File: src/rtl/serial_subtractor.sv
// serial_subtractor
//   Bit-serial two's-complement subtractor: Diff = A - B, one bit per clock,
//   LSB first, through one full-subtractor cell and a borrow flip-flop.
//
// Ports:
//   clk    rising-edge clock
//   rst    synchronous active-high reset (priority over start)
//   start  request a new subtraction; sampled only in IDLE
//   A, B   minuend / subtrahend, captured on the accepted start edge
//   busy   high while bits are being processed (RUN)
//   done   one-cycle pulse, results valid
//   Diff   A - B modulo 2^WIDTH (registered, held until next completion)
//   Bout   final borrow (unsigned A < B)
//   Ovf    signed overflow of A - B
//
// Handshake: start is honoured only when the block is idle (busy=0, done=0);
// a start seen while busy or done is dropped, not queued. done pulses for
// exactly one cycle when Diff/Bout/Ovf take their new values, and the block
// is idle again on the following cycle.
module serial_subtractor #(
  parameter int WIDTH = 8
) (
  input  logic             clk,
  input  logic             rst,
  input  logic             start,
  input  logic [WIDTH-1:0] A,
  input  logic [WIDTH-1:0] B,
  output logic             busy,
  output logic             done,
  output logic [WIDTH-1:0] Diff,
  output logic             Bout,
  output logic             Ovf
);

  localparam int CW = $clog2(WIDTH);

  typedef enum logic [1:0] {
    IDLE = 2'd0,
    RUN  = 2'd1,
    DONE = 2'd2
  } state_t;

  state_t state;
  state_t state_next;

  logic [WIDTH-1:0] sh_a;
  logic [WIDTH-1:0] sh_b;
  logic [WIDTH-1:0] part;
  logic             borrow;
  logic [CW-1:0]    cnt;

  logic a_bit;
  logic b_bit;
  logic d_bit;
  logic b_next;
  logic last_bit;

  // Full-subtractor cell working on the current LSBs.
  assign a_bit    = sh_a[0];
  assign b_bit    = sh_b[0];
  assign d_bit    = a_bit ^ b_bit ^ borrow;
  assign b_next   = (~a_bit & b_bit) | (~(a_bit ^ b_bit) & borrow);
  assign last_bit = (cnt == CW'(WIDTH - 1));

  assign busy = (state == RUN);
  assign done = (state == DONE);

  always_ff @(posedge clk) begin
    if (rst) begin
      state <= IDLE;
    end else begin
      state <= state_next;
    end
  end

  always_comb begin
    state_next = state;
    case (state)
      IDLE:    if (start) state_next = RUN;
      RUN:     if (last_bit) state_next = DONE;
      DONE:    state_next = IDLE;
      default: state_next = IDLE;
    endcase
  end

  always_ff @(posedge clk) begin
    if (rst) begin
      sh_a   <= '0;
      sh_b   <= '0;
      part   <= '0;
      borrow <= 1'b0;
      cnt    <= '0;
      Diff   <= '0;
      Bout   <= 1'b0;
      Ovf    <= 1'b0;
    end else begin
      case (state)
        IDLE: begin
          if (start) begin
            sh_a   <= A;
            sh_b   <= B;
            part   <= '0;
            borrow <= 1'b0;
            cnt    <= '0;
          end
        end
        RUN: begin
          sh_a   <= {1'b0, sh_a[WIDTH-1:1]};
          sh_b   <= {1'b0, sh_b[WIDTH-1:1]};
          part   <= {d_bit, part[WIDTH-1:1]};
          borrow <= b_next;
          if (last_bit) begin
            // The current LSBs are the operand sign bits on this edge.
            Diff <= {d_bit, part[WIDTH-1:1]};
            Bout <= b_next;
            Ovf  <= (a_bit != b_bit) && (d_bit != a_bit);
          end else begin
            cnt <= cnt + 1'b1;
          end
        end
        default: ;
      endcase
    end
  end

endmodule

File: config.mk
export PLATFORM = sky130hd
export DESIGN_NAME = serial_subtractor
export DESIGN_NICKNAME = d
export VERILOG_FILES = /design/src/rtl/serial_subtractor.sv
export SDC_FILE = /design/constraint.sdc
export NUM_CORES = 1
export LEC_CHECK = 0
export BUFFER_PORTS_ARGS = -buffer_cell sky130_fd_sc_hd__buf_2
export CAP_MARGIN = 20
export CORE_ASPECT_RATIO = 1.4
export CORE_MARGIN = 2
export CORE_UTILIZATION = 49
export DETAILED_ROUTE_END_ITERATION = 12
export PLACE_DENSITY = 0.75
export SYNTH_ARGS = -nofsm -noshare
export SYNTH_HDL_FRONTEND = slang
export SYNTH_SLANG_ARGS = --single-unit
export TNS_END_PERCENT = 30
File: constraint.sdc
create_clock -name clk -period 1.6 [get_ports clk]
set_input_delay 0 -clock clk [delete_from_list [all_inputs] [get_ports clk]]
set_output_delay 0 -clock clk [all_outputs]
set_load 0.02 [all_outputs]
# == After elaboration in Yosys (flattened, before gate mapping) ==
# Cells that the tools add are included.
# totals
regBits,40
input_bits,19
out_inout_bits,12
word_cells,46
# op_classes
add_sub_neg,1
eq_ne,8
mux,14
bitwise_logic,7
n_reduce_logical,7
# ops
cell,n
8-bit case mux with 2 select lines,3
8-bit 2-to-1 mux,3
3-bit 2-to-1 mux,2
3-bit case mux with 2 select lines,1
2-bit AND reduction,3
2-bit 2-to-1 mux,2
2-bit inequality test (second input constant),2
2-bit case mux with 2 select lines,1
3-bit by 1-bit adder with 3-bit output (second input constant),1
3-bit equality test (second input constant),1
3-bit AND reduction,1
1-bit AND,2
2-bit by 1-bit equality test with 1-bit output (second input constant),1
2-bit equality test (second input constant),1
2-bit logical NOT,1
1-bit inequality test,2
2-bit by 1-bit inequality test with 1-bit output (second input constant),1
1-bit inverter,2
1-bit case mux with 2 select lines,1
2-bit nonzero test,1
1-bit bitwise XOR,2
1-bit logical AND,1
1-bit 2-to-1 mux,1
1-bit OR,1

# == Depth between registers and ports, before layout ==
# logic_depth
word_depth,5
mapped_depth,6
mapped_depth_nobuf,5

# == Worst setup path after synthesis ==
# No wires, ideal clock.
# synth_timing
kind,register -> register
startpoint,register sh_b[0]
endpoint,register Ovf
setup_ps,70
t_arrival_ps,1424
required_ps,1530
setup_slack_ps,105
path_stages_with_launch,6
n_path_buf,0
synth_period_minus_slack_ps,1495
cell_sequence,dfxtp_1 inv_1 fa_1 xnor2_1 or3_1 a21oi_1
# synth_between
elab_chain_cells,4
elab_cells_between_ends,5
classes_between,eq/ne (2); bitwise (2); reduce/logical (1)
# synth_rtl
element,line_no,text
from (decl),47,logic [WIDTH-1:0] sh_b;
from (signal assigned),109,"sh_b <= {1'b0, sh_b[WIDTH-1:1]};"
1-bit bitwise XOR (2 in series),61,assign d_bit = a_bit ^ b_bit ^ borrow;
net d_bit,54,logic d_bit;
1-bit inequality test,116,Ovf <= (a_bit != b_bit) && (d_bit != a_bit);
1-bit logical AND,116,
to (signal assigned),116,
to (decl),32,output logic Ovf
# The timed path passes the listed nets, and every way through them passes these cells.
# A chain may end at the register's enable or synchronous reset.

# == Final worst setup path ==
# Same ends and word-level chain as after synthesis.

==> metrics.csv <==
stage;metric;value;unit
outcome;status;complete, no violations;
setup_path;crit_arrival;1750;ps
clock_tree;clk_pin_slew;80;ps
floorplan;io_pins;31;
clock_tree;h-tree-depth;2;
final_layout;nNetsFinal;230;
sta;holdWs;54.3;ps
setup_path;crit_required;1830;ps
sta;slew_headroom;71.3;%
floorplan;dieArea;3900;sq um
synth;synth_edf_count;0;
sta;fin_skew;6.34;ps
route;vias;1297;
setup_path;crit_path_end_kind;flip-flop;
setup_path;crit_path_start;sh_b[0];
clock_tree;post_cts.repair.setup_buffers;0;
synth;avgSynthCellArea;9.66;sq um
run;max_cap_viol_count;0;
global_route;use_met3;4.92;%
sta;setup_viol;0;
clock_tree;clk_path_buf_depth;2;
floorplan;start_util;50.4;%
synth;synth_seq_cells;39;
route;ant_nets;0;
synth;ys.flop_type;dfxtp_1;
setup_path;crit_cells;5;
synth;synth_cells;173;
global_route;track_usage;18.8;%
floorplan;dieHeight;73.1;microns
global_route;grt_pass1_wl;5.40;mm
power;swShare;23.0;%
route;drtPass1Iterations;4;
power;pwr-share-comb;11.9;%
sta;min_period_over_period;95.3;%
global_route;grt_pass1_vias;1280;
clock_tree;cts.sinks;39;
setup_path;critPathTopFamily;adder cells;
setup_path;timing.rr.start;sh_b[0];
setup_path;cp_cell_sequence;inv_1, fa_1, xnor2_1, or3_1, a21oi_1;
route;wl_per_cell;12.6;microns
clock_tree;clk-insertion-delay-late;290;ps
setup_path;crit_path_start_kind;flip-flop;
global_route;antenna_found_initial;0;
synth;ys_async_sr_fraction;0;%
synth;synth_fp_nets;196;
setup_path;cp_slowest_cell;fa_1;
setup_path;critPathMaxStageDelay;490;ps
route;via_per_inst;5.23;
power;p_clk_share;39.1;%
synth;synth_area_leaders;dfxtp_1, mux2i_1, nor2_1;
setup_path;crit_path_end;Ovf;
global_route;grt_max_degree;29;
synth;ys_types;28;
placed_design;gp_congestion;0.746;
final_layout;n_antenna_cell;0;
synth;yosysSeqAreaShare;46.7;%
hold_path;holdCritStartpoint;B[1];
placed_design;dp_hpwl;2.30;mm
global_route;use_met2;33.3;%
sta;rsz0062_at_grt;yes;
power;pwr_density_cell;1070;nW/um^2
clock_tree;cts_tree;built;
global_route;grt_overflow;0;
final_layout;final_layout_size_suffix_gt1_share;27.9;%
sta;min_period;1520;ps
power;p_switching;490;uW
synth;synth_area;1670;sq um
sta;finalMaxSlewViolations;0;
synth;synth_area_leader_cell;dfxtp_1;
setup_path;critPathKind;reg -> reg;
route;routed_wl;3.12;mm
final_layout;syn_to_final_growth;19.2;%
power;peakVddDrop;0.761;mV
power;seqPwrFrac;49.0;%
placed_design;io_buffers;30;
hold_path;hold_class;in -> reg;
sta;fmax;0.656;GHz
power;p_total;2130;uW
setup_path;worstPathMaxFanout;3;
setup_path;crit_buf_inv;1;
sta;timing.final.hold_violations;0;
setup_path;r2r_end;Ovf;
route;drc;0;
route;drtIter0Drc;37;
synth;yosys.area.top_type_share;46.7;%
floorplan;core.rowCount;25;
floorplan;core_area;3320;sq um
floorplan;die_x;53.4;microns
synth;yosys_warnings;0;
setup_path;r2r_cells;5;
clock_tree;cts-root-buf;clkbuf_8;
clock_tree;numCtsBuffers;5;
setup_path;reg2reg_slack;80;ps
sta;worst_pin_slew;430;ps
global_route;grt-busiest-layer;met2;
power;internal_power;1640;uW
power;p_leak;0.000827;uW
global_route;met1_usage;20.4;%
==> stage by stage <==
| step | cell area [sq um] | util (%) | setup TNS (ps) | worst slack (ps) | std cells |
|---|---|---|---|---|---|
| finish | 1990 | 60.1 | 0 | 75.2 | 248 |
| global route | 1990 | 60.1 | -4.17 | -4.17 | 248 |
| CTS | 1990 | 59.9 | 0 | 23.1 | 248 |
| detailed placement | 1850 | 55.8 | 0 | 39.9 | 238 |
| global placement | 1850 | 55.8 | 0 | 82.4 | 238 |
| floorplan | 1670 | - | 0 | 105 | 173 |
==> power groups by stage <==
stage          clock network (uW)  registers [uW]  logic (uW)
3_3_place_gp                    0            1060         240
3_5_place_dp                    0            1070         250
4_1_cts                       855            1050         254
5_1_grt                       893            1050         283
6_report                      833            1050         253
2_1_floorplan                   0            1060         196
==> kinds of logic after synthesis <==
group | after synthesis | synth area share, %
DFF | 39 | 46.7
AOI/OAI and AO/OA | 40 | 18.6
and+or+nand+nor | 58 | 15.9
xor gates and xnor gates | 1 | 0.524
muxes | 14 | 8.38
buffers and inverters | 17 | 6.36
adders and majority gates | 4 | 3.44
==> worst min-delay path by stage <==
| stage | end | slack [ps] | cells past startpoint |
|---|---|---|---|
| finish | sh_b[1] | 50 | 3 |
| global route | sh_b[1] | 50 | 3 |
| CTS | sh_b[1] | 40 | 3 |
| detailed placement | sh_a[7] | 240 | 3 |
| global placement | sh_a[7] | 250 | 3 |
| floorplan | sh_a[7] | 150 | 2 |
==> per-layer routing <==
layer | vias to the layer above | share of wire [%]
met4 | 0 | 1.9
met3 | 7 | 5.2
met5 | - | 0
met2 | 38 | 53
met1 | 587 | 40
li1 | 665 | -
==> registers in the layout, indices dropped and copies added, names as in the netlist <==
name / cells
Diff: 8
sh_a: 8
sh_b: 8
cnt: 3
part: 7
Bout: 1
Ovf: 1
borrow: 1
state: 2
==> cell usage after synthesis, drive strengths merged, types with 2 or more instances <==
master	n
nand2	20
o21ai	2
nor2b	3
inv	5
mux2i	14
a22oi	10
dfxtp	39
nand2b	3
a21oi	10
a211oi	15
nor2	26
buf	11
ha	3
==> placed cells by master, fill, tap and decap left out, types with 3 or more instances in the layout <==
master    instances
dfxtp_1          39
buf_2            30
nor2_1           26
nand2_1          20
mux2i_1          14
a22oi_1          10
a21oi_1           9
a211oi_1          8
a211oi_2          7
clkbuf_8          6
buf_4             6
inv_1             5
nor2b_1           3
nand2b_1          3
ha_1              3
==> worst min-delay path, stage by stage <==
cell and delay, ps:
buf_2 90, mux2i_1 120, a211oi_1 80
==> area by class of cell <==
cell class                      instances  area (sq um)
Multi-Input combinational cell        117           790
Timing Repair Buffer                   39           235
Sequential cell                        39           781
Clock buffer                            6          82.6
Tap cell                               40          50.0
Fill cell                             306          1320
Inverter                                5          18.8
Clock inverter                          2          35.0
==> timing repair <==
item / in CTS / in global routing
hold buffers: 2 / 0
hold endpoints to repair: 2 / 0
endpoints found under the setup margin: 0 / 4
resized for setup: 0 / 2
Note: power is estimated with default switching activity, not from simulation.
